## src/rtl/keypad_input_conditioner.sv

```systemverilog
// keypad_input_conditioner: synchronizes, debounces and press-qualifies two keypad buttons, tracks digit count and abandons stale codes
module keypad_input_conditioner #(
  parameter int DB_CYCLES = 4,
  parameter int TIMEOUT   = 16
) (
  input  logic       CLK,
  input  logic       RSTN,
  input  logic       ZRAW,
  input  logic       ORAW,
  input  logic       ENBL,
  output logic       ZBUT,
  output logic       OBUT,
  output logic       TOUT,
  output logic [1:0] DCNT
);
  typedef enum logic {S_IDLE, S_HELD} state_t;
  state_t           r_state, w_state_nxt;
  logic [1:0]       r_sync1, r_sync2, r_db, r_db_d, w_rise;
  logic [1:0][7:0]  r_cnt;
  logic [15:0]      r_idle;
  logic             r_zbut, r_obut, r_tout;
  logic [1:0]       r_dcnt;
  logic             w_fire, w_tmo;
  // Two-flop synchronizers; bit 0 is the "0" button, bit 1 the "1" button. Free-running regardless of enable.
  always_ff @(posedge CLK or negedge RSTN)
    if (!RSTN) begin
      r_sync1 <= '0;
      r_sync2 <= '0;
    end else begin
      r_sync1 <= {ORAW, ZRAW};
      r_sync2 <= r_sync1;
    end
  // Debounce: accept a new level after DB_CYCLES consecutive disagreeing samples; disable reloads levels so a held key cannot rise.
  always_ff @(posedge CLK or negedge RSTN)
    if (!RSTN) begin
      r_db   <= '0;
      r_db_d <= '0;
      r_cnt  <= '0;
    end else if (!ENBL) begin
      r_db   <= r_sync2;
      r_db_d <= r_sync2;
      r_cnt  <= '0;
    end else begin
      r_db_d <= r_db;
      for (int b = 0; b < 2; b++)
        if (r_sync2[b] == r_db[b]) r_cnt[b] <= '0;
        else if (r_cnt[b] == 8'(DB_CYCLES - 1)) begin
          r_db[b]  <= r_sync2[b];
          r_cnt[b] <= '0;
        end else r_cnt[b] <= r_cnt[b] + 8'd1;
    end
  // Press qualification: a lone rise from IDLE fires; the idle timeout yields to a press landing on the same cycle.
  always_comb begin
    w_rise      = r_db & ~r_db_d;
    w_fire      = ENBL && r_state == S_IDLE && ^w_rise;
    w_tmo       = ENBL && !w_fire && r_dcnt != 2'd0 && r_idle == 16'(TIMEOUT - 1);
    w_state_nxt = !ENBL ? S_IDLE : |w_rise ? S_HELD : ~|r_db ? S_IDLE : r_state;
  end
  // Press FSM state register.
  always_ff @(posedge CLK or negedge RSTN)
    if (!RSTN) r_state <= S_IDLE;
    else r_state <= w_state_nxt;
  // Registered pulses, digit count with wrap on the fourth digit, and the idle counter that arms the timeout.
  always_ff @(posedge CLK or negedge RSTN)
    if (!RSTN) begin
      r_zbut <= 1'b0;
      r_obut <= 1'b0;
      r_tout <= 1'b0;
      r_dcnt <= '0;
      r_idle <= '0;
    end else begin
      r_zbut <= w_fire & w_rise[0];
      r_obut <= w_fire & w_rise[1];
      r_tout <= w_tmo;
      r_dcnt <= (!ENBL || w_tmo) ? 2'd0 : r_dcnt + {1'b0, w_fire};
      r_idle <= (!ENBL || w_fire || w_tmo || r_dcnt == 2'd0) ? 16'd0 : r_idle + 16'd1;
    end
  assign ZBUT = r_zbut;
  assign OBUT = r_obut;
  assign TOUT = r_tout;
  assign DCNT = r_dcnt;
endmodule

```

## config.mk

```make
export PLATFORM = sky130hd
export DESIGN_NAME = keypad_input_conditioner
export DESIGN_NICKNAME = d
export VERILOG_FILES = /design/src/rtl/keypad_input_conditioner.sv
export SDC_FILE = /design/constraint.sdc
export NUM_CORES = 1
export LEC_CHECK = 0
export CAP_MARGIN = 20
export CORE_ASPECT_RATIO = 0.7
export CORE_MARGIN = 5
export CORE_UTILIZATION = 61
export CTS_BUF_LIST = sky130_fd_sc_hd__clkbuf_2 sky130_fd_sc_hd__clkbuf_4 sky130_fd_sc_hd__clkbuf_8
export DETAILED_ROUTE_END_ITERATION = 8
export PLACE_DENSITY = 0.89
export SYNTH_ARGS = -nofsm -noshare
export SYNTH_HDL_FRONTEND = slang
export SYNTH_SLANG_ARGS = --single-unit
export TNS_END_PERCENT = 1
```

## constraint.sdc

```tcl
create_clock -name CLK -period 2.4 [get_ports CLK]
set_input_delay 0.24 -clock CLK [delete_from_list [all_inputs] [get_ports CLK]]
set_output_delay 0.24 -clock CLK [all_outputs]
set_load 0.02 [all_outputs]
```

Word level (Yosys, flattened, before mapping)

Index checks and enable logic that the tools add are counted.

Add/subtract/negate cells: 4
Equal/unequal tests: 10
Muxes and demuxes: 16
Bitwise logic cells: 5
Reduce and logical (&&, ||, !) cells: 18

Operators by type and width:

| operator                | count |
|---|---|
| $mux W16                | 2 |
| $mux W8                 | 4 |
| $add A16 B1 Y16 const B | 1 |
| $add A8 B1 Y8 const B   | 2 |
| $eq A16 B4 Y1 const B   | 1 |
| $eq A8 B2 Y1 const B    | 2 |
| $mux W1                 | 7 |
| $mux W2                 | 3 |
| $logic_and A1 B1 Y1     | 5 |
| $logic_or A1 B1 Y1      | 4 |
| $ne A2 B1 Y1 const B    | 2 |
| $ne A2 B2 Y1 const B    | 2 |
| $reduce_and A2 Y1       | 2 |
| $reduce_or A2 Y1        | 2 |
| $ne A3 B3 Y1 const B    | 1 |
| $add A2 B1 Y2           | 1 |
| $and A1 B1 Y1           | 2 |
| $and A2 B2 Y2           | 1 |
| $eq A1 B1 Y1            | 2 |
| $logic_not A1 Y1        | 2 |
| $logic_not A2 Y1        | 1 |
| $not A2 Y2              | 1 |
| $reduce_bool A2 Y1      | 1 |
| $reduce_xor A2 Y1       | 1 |
| $not A1 Y1              | 1 |

Register bits: 46
Input bits: 5
Output and inout bits: 5
Logic and storage cells: 66

Longest topological paths before layout

Depth in word-level cells: 11
Gate-level depth with buffers: 8
Gate-level depth less buffers: 8

Worst setup path before layout

OpenSTA, ideal clock, no wires.

Path kind: register to register
Start: reg r_cnt[8] (netlist bit)
End: reg r_db[1]
Arrival: 1625 ps
Data required time: 2275 ps
Path slack: 651 ps
Cell stages (with the launch flop): 5
Path buffers: 0
Cells stage by stage: dfrtp_1 > ha_1 > or4b_1 > o41ai_2 > mux2_2

Longest elaborated chain between the ends: 3

Ends and longest elaborated chain:

| element                           | line | text |
|---|---|---|
| from (decl)                       | 19   | `logic [1:0][7:0] r_cnt;` |
| from (signal, indexed assignment) | 50   | `end else r_cnt[b] <= r_cnt[b] + 8'd1;` |
| $eq A8 B2 Y1                      | 47   | `else if (r_cnt[b] == 8'(DB_CYCLES - 1)) begin` |
| $ne A2 B1 Y1 (no line)            | --   |  |
| $reduce_and A2 Y1 (no line)       | --   |  |
| to (signal assigned)              | 40   | `r_db <= r_sync2;` |
| to (signal, indexed assignment)   | 48   | `r_db[b] <= r_sync2[b];` |
| to (decl)                         | 18   | `logic [1:0] r_sync1, r_sync2, r_db, r_db_d, w_rise;` |

No other way between the ends.
A chain may end at the register's enable or synchronous reset.

Worst setup path after layout

Start: reg r_cnt[0] (netlist bit)
End: reg r_cnt[7] (netlist bit)

Longest elaborated chain between the ends: 4
Elaborated cells on any way between the ends: 5
Those cells by class: 1 x add/sub; 1 x eq/ne; 3 x mux

Ends and longest elaborated chain:

| element                                              | line   | text |
|---|---|---|
| $add A8 B1 Y8 / $eq A8 B2 Y1 (equally long branches) | 50, 47 |  |
| $mux W8 *                                            | 47     |  |
| $mux W8 *                                            | 46     | `if (r_sync2[b] == r_db[b]) r_cnt[b] <= '0;` |
| $mux W16 *                                           | 39     | `end else if (!ENBL) begin` |

Every way passes the cells marked *; elsewhere a longest branch is shown, timed or not.

==> impl_metrics.json <==
{
  "cts_setup_buffers": 0,
  "ys.flop_type": "dfrtp_1",
  "worstPathRequired_ps": 2570,
  "syn_avg_cell_area_um2": 10.93,
  "holdBufCountCts": 0,
  "cts_made_buffers": 5,
  "port_buffers": 9,
  "max_stage_delay_ps": 480,
  "max_cap_violations": 0,
  "multi_input_area_um2": 842.1,
  "p_leak_nw": 0.9882,
  "rsz0062_at_grt": "false",
  "crit_chain": "ha_1 > or4b_1 > o41ai_2 > nand2b_1 > nor2_1",
  "grt_max_degree": 47,
  "ys_top_cells_by_area": "dfrtp_1 56%, xnor2_1 6.8%, nor2_1 6.6%, xor2_1 5.5%, nand3_1 3.2%",
  "switching_power_mw": 0.3239,
  "ys_ff_latch": 46,
  "num_rows": 17,
  "reg2reg_slack_ps": 390,
  "clkPwrFrac": 0.331,
  "drt_iter0_drc": 89,
  "r2r-start": "r_cnt[0]",
  "ff2ff_path_depth": 5,
  "clockBufferDepth": 2,
  "drc": 0,
  "start_util": 0.6443,
  "period_minus_slack_ps": 2008,
  "cts.sinks": 46,
  "p_sw_frac": 0.2328,
  "final-seq-area_mm2": 0.001151,
  "critPathKind": "flop to flop",
  "status": "complete, no violations",
  "gp_congestion": 0.9295,
  "syn_nets": 198,
  "ir_drop_mv": 0.4615,
  "ant_nets": 0,
  "antenna_found_initial": 0,
  "skew_ps": 6.035,
  "synth_area_leader_cell": "dfrtp_1",
  "synthCells": 188,
  "drt_first_pass_iters": 4,
  "yosysMostFrequentCell": "dfrtp_1",
  "pin_count": 10,
  "max_freq_ghz": 0.4980,
  "drt-total-wl_mm": 3.719,
  "yosysSeqAreaShare": 0.5600,
  "grt_usage": 0.1895,
  "setup_viol_count_final": 0,
  "grt_overflow": 0,
  "yosys.area.top_type_share": 0.5600,
  "vias_per_cell": 5.633,
  "die_area_mm2": 0.004650,
  "relSlewSlack": 0.7008,
  "synth.distinct_cells": 23,
  "synthArstFlopShare": 1.000,
  "p_total_mw": 1.391,
  "fin_crit_sh": 0.8367,
  "cts_tree": "done",
  "seq_power_share": 0.590,
  "grt_pass1_wl_mm": 6.644,
  "wl_per_cell_um": 15.50,
  "die_h_um": 58.57,
  "clk_latency_ps": 290,
  "vias": 1352,
  "synth_edf_count": 0,
  "tightest_slew_ps": 447.7,
  "core-area_mm2": 0.003191,
  "die_w_um": 79.39,
  "cp-start-kind": "flop",
  "path_clk_slew_ps": 80,
  "drv_slew": 0,
  "diodes": 0,
  "drive_above_1_share": 0.07921,
  "arrival_ps": 2180,
  "area_delta_synth_final_pct": 10.41,
  "r2r-end": "r_cnt[7]",
  "syn_area_mm2": 0.002056,
  "cts_resized": 0,
  "hold_violations": 0,
  "htree_levels": 2,
  "final_nets": 212,
  "internal_power_mw": 1.067,
  "first_global_vias": 1402,
  "combPwrFrac": 0.079,
  "hp-class": "input port to async pin",
  "cts_root_buffer": "clkbuf_8",
  "path_max_fanout": 8,
  "p_per_area_mw_per_mm2": 612.9,
  "yosys_warnings": 0,
  "dp_hpwl_mm": 2.648,
  "end_kind": "flop",
  "fin_setup_tns_ps": 0,
  "synth_common_cells": "46 x dfrtp_1, 36 x nor2_1, 16 x xnor2_1",
  "n_fill_cell": 228,
  "cp_slowest_cell": "or4b_1"
}
worst max path at each step:
stage | endpoint | cells past startpoint | startpoint
finish | r_cnt[7] | 5 | r_cnt[0]
global route | r_cnt[7] | 5 | r_cnt[0]
CTS | r_cnt[7] | 5 | r_cnt[0]
detailed placement | r_cnt[7] | 5 | r_cnt[0]
global placement | r_cnt[14] | 5 | r_cnt[8]
floorplan | r_db[1] | 4 | r_cnt[8]
cell families after synthesis:
logic type / Yosys count / share of synthesized area
muxes: 4 / 0.02191
DFF: 46 / 0.5599
AOI/OAI and AO/OA: 5 / 0.02435
buffers and inverters: 12 / 0.03043
adders and majority gates: 5 / 0.03043
xor gates and xnor gates: 29 / 0.1236
and+or+nand+nor: 87 / 0.2094
power groups by stage:
stage	combinational (mW)	clock, mW	sequential (mW)
finish	0.110	0.460	0.821
global placement	0.0996	0	0.832
CTS	0.106	0.471	0.821
detailed placement	0.105	0	0.835
global route	0.126	0.506	0.824
floorplan	0.0650	0	0.835
per-stage QoR:
stage          cell area [µm²]  hold WS (ps)  instances    util  worst slack (ps)
3_5_place_dp              2156         345.0        231  0.6757             403.5
6_report                  2270         278.5        240  0.7114             392.0
4_1_cts                   2240         126.4        238  0.7020             392.7
5_1_grt                   2270         279.4        240  0.7114             222.0
2_1_floorplan             2056        -55.59        188       -             650.6
3_3_place_gp              2156         332.6        231  0.6757             527.0
layer usage:
layer	up-vias	track usage	wire (µm)	part of all wire
met5	-	0	0	0
met4	0	0.08578	19	0.0051
met3	2	0.04893	174	0.047
met2	34	0.2902	1719	0.46
met1	657	0.2573	1806	0.49
li1	659	-	-	-
area by class of cell:
type	count	share of cell area
Sequential cell	46	0.5072
Tap cell	38	0.02095
Inverter	8	0.01323
Timing Repair Buffer	11	0.05072
Multi-Input combinational cell	130	0.3710
Clock buffer	7	0.03693
registers in the layout (all words and copies together) (netlist names):
register and flops:
ZBUT 1, r_state 1, OBUT 1, TOUT 1, DCNT 2, r_idle 16, r_db_d 2, r_sync1 2
r_db 2, r_cnt 16, r_sync2 2
worst max-delay path: cells and delay by family, from the launching register on:
| family | cells | cell delay, ps |
|---|---|---|
| and+or+nand+nor | 3 | 950 |
| AOI/OAI and AO/OA | 1 | 340 |
| adders and majority gates | 1 | 220 |
| DFF | 1 | 380 |
cells in the final DEF (no fill, tap or decap), drive strengths merged, types with 5 or more instances in the layout:
cell           netlist  final
inv                  8      8
dfrtp               46     46
ha                   5      5
clkbuf               0      7
nand4                6      6
xnor2               16     16
nor4                 7      7
nor3                 5      5
nand3               13     13
clkdlybuf4s50        0      8
xor2                13     13
and3                 8      8
nor2                36     36
Note: power is estimated with default switching activity, not from simulation.
==> RTL edit 1: new RTL, same flow settings <==
Put one more register stage on the output `DCNT`, with the module's reset. The value now appears one clock later. The other outputs are not delayed to match.
--- a/src/rtl/keypad_input_conditioner.sv
+++ b/src/rtl/keypad_input_conditioner.sv
@@ -79,5 +79,11 @@
   assign OBUT = r_obut;
   assign TOUT = r_tout;
-  assign DCNT = r_dcnt;
+  always_ff @(posedge CLK or negedge RSTN) begin
+    if (!RSTN) begin
+      DCNT <= '0;
+    end else begin
+      DCNT <= r_dcnt;
+    end
+  end
 endmodule
 
Behaviour: not the same (Yosys sat finds a counterexample within 10 cycles, from zero or initial values and one cycle with RSTN low).
==> RTL edit 1 against the original RTL <==
  * Routed wire length is 2.7% lower
  * Synthesized cell count is 1.1% higher
  * Worst setup slack better by 0.0014 ns
  * Final area is 4.0% higher
  * Clock power is 25% higher
  * Count of clock-buffer cells in the layout is 1 lower
  * Hold slack better by 0.077 ns
  * Synthesized area is 2.4% higher
  * Sequential cell count is 2 higher
  * Power is 11% higher
  * Largest cell class unchanged
  * Highest routed layer unchanged
==> RTL edit 1: results (changes against the original RTL) <==
* Mux cell area share after synthesis at 2.14% (-0.052 points)
* Fillers at 239 (+4.8%)
* Post-Place Cell Area at 0.00224 mm² (+3.9%)
* Metal3 WL at 146 µm (-16%)
* GP Congestion at 0.876 (-5.7%)
* Largest net degree at the start of global routing at 29 (-38%)
* GRT Util Overall at 17.8% (-1.2 points)
* Dpl hpwl at 2600 µm (-1.9%)
* Initial DRC count at 70 (-21%)
* Min-Delay Path Class: reg -> reg
* Placed Cells at 245 (+6.1%)
* Outcome: completed
* M3 GR Usage at 4.41% (-0.49 points)
* Pre-CTS setup slack at 0.416 ns (+0.0122 ns)
* Adder-cell share of the synthesized area at 2.97% (-0.072 points)
* Metal-1 WL at 1780 µm (-1.3%)
* DR vias/cell at 5.48 (-2.8%)
* Share of cells above drive strength 1 at 9.18% (+1.3 points)
* Met1 Use GR at 24.5% (-1.2 points)
* Via count at 1,391 (+2.9%)
* First-pass GRT wire length at 6520 µm (-1.9%)
* Synth area leaders: dfrtp_1 (57%), xnor2_1 (6.7%), nor2_1 (6.4%)
* Maximum VDD drop at 0.488 mV (+5.7%)
* XOR/XNOR share of the synthesized area at 12.1% (-0.29 points)
* Met2 track demand over resource at 27.4% (-1.7 points)
* Total wire length at 3620 µm (-2.7%)
* Fin nets at 216 (+1.9%)
* Average cell area after synthesis at 11.1 µm² (+1.4%)
-- RTL edit 1: where the power goes --
part / switching, mW / internal, mW
logic: 0.0654 / 0.0442
registers: 0.0207 / 0.835
clock network: 0.254 / 0.320
-- RTL edit 1: cell type report --
type	instances	area, µm²	share of cell area, %
clock inverter	2	35.0	1.48
sequential	48	1200	50.9
tap	47	58.8	2.49
clock buffer	6	76.3	3.23
inverter	8	30.0	1.27
timing repair buffer	13	118	4.98
multi-input combinational	130	842	35.7
-- RTL edit 1: path summary, 6_finish.rpt --
check	startpoint	slack, ns	depth (start not counted)	endpoint
max	r_cnt[8]	0.39	5	r_cnt[14]
min	r_sync1[1]	0.36	0	r_sync2[1]
max reg2reg	r_cnt[8]	0.39	5	r_cnt[14]
min reg2reg	r_sync1[1]	0.36	0	r_sync2[1]
max in group asynchronous	RSTN	1.31	3	r_cnt[3]
min in group asynchronous	RSTN	0.48	2	r_dcnt[0]
==> RTL edit 2: new RTL, same flow settings <==
Made on the original files. Set the parameter `TIMEOUT` to 8 (it was 16).
--- a/src/rtl/keypad_input_conditioner.sv
+++ b/src/rtl/keypad_input_conditioner.sv
@@ -2,5 +2,5 @@
 module keypad_input_conditioner #(
   parameter int DB_CYCLES = 4,
-  parameter int TIMEOUT   = 16
+  parameter int TIMEOUT   = 8
 ) (
   input  logic       CLK,
Check against the original RTL: same outputs for any inputs over 10 cycles, from zero or initial values and one cycle with RSTN low; that may be too few to reach the edited logic, so the function may still have changed.
==> RTL edit 2 against the original RTL <==
  * Power up 0.56%
  * Sequential power about the same
  * Sequential cell count unchanged
  * Worst setup slack better by 0.030 ns
  * Final area up 2.1%
  * Synthesized area up 0.79%
  * Routed wire length up 4.8%
  * Critical endpoint is now r_cnt[6]
==> RTL edit 2: results (changes against the original RTL) <==
* Synth top cells by count: dfrtp_1 (46), nor2_1 (37), xnor2_1 (15), nand3_1 (14), xor2_1 (13)
* Antenna cells at 0 (unchanged)
* Clk Latency, worst-skew pair at 0.30 ns
* Worst hold margin at 0.293 ns (+0.0140 ns)
* CP max stage delay at 0.47 ns
* Initial antenna violation count at 0 (unchanged)
* GP Congestion at 0.896 (-3.6%)
* Dpl hpwl at 2820 µm (+6.4%)
* Post-Layout Cell Count at 256 (+6.7%)
* DR vias/cell at 5.73 (+1.7%)
* R2R Path End: r_cnt[6]
* Post-synth EDFFs at 0 (unchanged)
* Top Registers: r_cnt (16), r_idle (16)
* Synth warn at 0 (unchanged)
* Fin nets at 218 (+2.8%)
* Number of port buffers at 9 (unchanged)
* Share of cells above drive strength 1 at 8.61% (+0.69 points)
* Worst-Margin Slew at 0.563 ns (+0.116 ns)
* Critical path fanouts, max at 8 (unchanged)
* TritonCTS Buffers at 5 (unchanged)
* Outcome: completed
* FFs w/ async S/R, synth at 100% (unchanged)
* Average cell area after synthesis at 10.7 µm² (-1.8%)
* Post-CTS Resized at 0 (unchanged)
* Synth area leaders: dfrtp_1 (56%), nor2_1 (6.7%), xnor2_1 (6.3%)
* Pre-CTS setup slack at 0.459 ns (+0.0555 ns)
* Worst reg-to-reg setup slack at 0.42 ns (+0.03 ns)
* CP delay by family, top: simple AND/OR/NAND/NOR gates
* First-pass GRT wire length at 6800 µm (+2.3%)
* CTS root buf: clkbuf_8
* P_leak at 0.972 nW (-1.6%)
* Net Count, Synth at 203 (+2.5%)
* CTS H-Tree Depth at 2 (unchanged)
* FF-to-FF path depth at 5 (unchanged)
* Min-Delay Path Class: in -> async
* Crit path time final at 1.98 ns (-0.0305 ns)
* CTS Buffer Depth at 2 (unchanged)
* Postcts setup bufs at 0 (unchanged)
* Maximum VDD drop at 0.532 mV (+15%)
* GRT Util Overall at 19.1% (+0.18 points)
* Arrival time of the worst setup path at 2.15 ns (-0.03 ns)
* Vias in the first global route at 1,421 (+1.4%)
* Slowest cell on the critical path: or4b_1
* Initial DRC count at 108 (+21%)
* Worst r2r src: r_cnt[0]
* Wire per inst at 15.2 µm (-1.8%)
* Sequential share of the synthesized area at 55.6% (-0.44 points)
* Number of distinct library cells after synthesis at 31 (+35%)
* TritonRoute pass-1 iters at 4 (unchanged)
* Clock Skews at 0.00608 ns (+0.0000453 ns)
* Largest net degree at the start of global routing at 47 (unchanged)
* Placed Cells at 246 (+6.5%)
* Post-Place Cell Area at 0.00220 mm² (+2.0%)
* CTS clk-pin slew, worst paths at 0.09 ns
-- RTL edit 2: cell count changes after synthesis, sizes merged, moves of 2 or more --
cell   delta
nand3     +2
nor3      +2
nor4      -2
and3      -3
nand2     +2
-- RTL edit 2: cells by family after synthesis --
family / Yosys count / synth area share (%)
AO/OA/AOI/OAI: 7 / 2.72
XOR/XNOR: 28 / 11.8
adder cells (fa/ha/maj): 5 / 3.02
buffers and inverters: 13 / 2.84
flip-flops: 46 / 55.6
multiplexers: 4 / 2.17
AND/OR/NAND/NOR: 90 / 21.9
-- RTL edit 2: how the worst max path moves through the flow --
stage | startpoint | endpoint | cells past startpoint
CTS | r_cnt[0] | r_cnt[6] | 5
floorplan | r_cnt[0] | r_db[0] | 4
global route | r_idle[0] | r_idle[6] | 5
finish | r_cnt[0] | r_cnt[6] | 5
global placement | r_cnt[0] | r_cnt[7] | 5
detailed placement | r_cnt[0] | r_cnt[4] | 5
-- RTL edit 2: per-layer routing --
layer | vias up | share of wire (%) | global-route usage [%] | routed length (µm)
met5 | - | 0 | 0 | 0
li1 | 681 | - | - | -
met2 | 40 | 47 | 29.3 | 1850
met3 | 2 | 5.2 | 4.59 | 203
met1 | 743 | 47 | 27.3 | 1820
met4 | 0 | 0.74 | 5.88 | 29
-- RTL edit 2: power by group --
part	switching, mW	internal (mW)	total [mW]
Sequential	0.0211	0.799	0.820
Clock	0.262	0.205	0.467
Combinational	0.0660	0.0459	0.112
Total	0.349	1.05	1.40
-- RTL edit 2: layout make-up --
| cell class | count | area, µm² |
|---|---|---|
| clock buffer | 5 | 68.8 |
| clock inverter | 3 | 21.3 |
| fill | 209 | 893 |
| inverter | 9 | 33.8 |
| multi-input combinational | 134 | 862 |
| sequential | 46 | 1150 |
| tap | 47 | 58.8 |
| timing repair buffer | 12 | 123 |
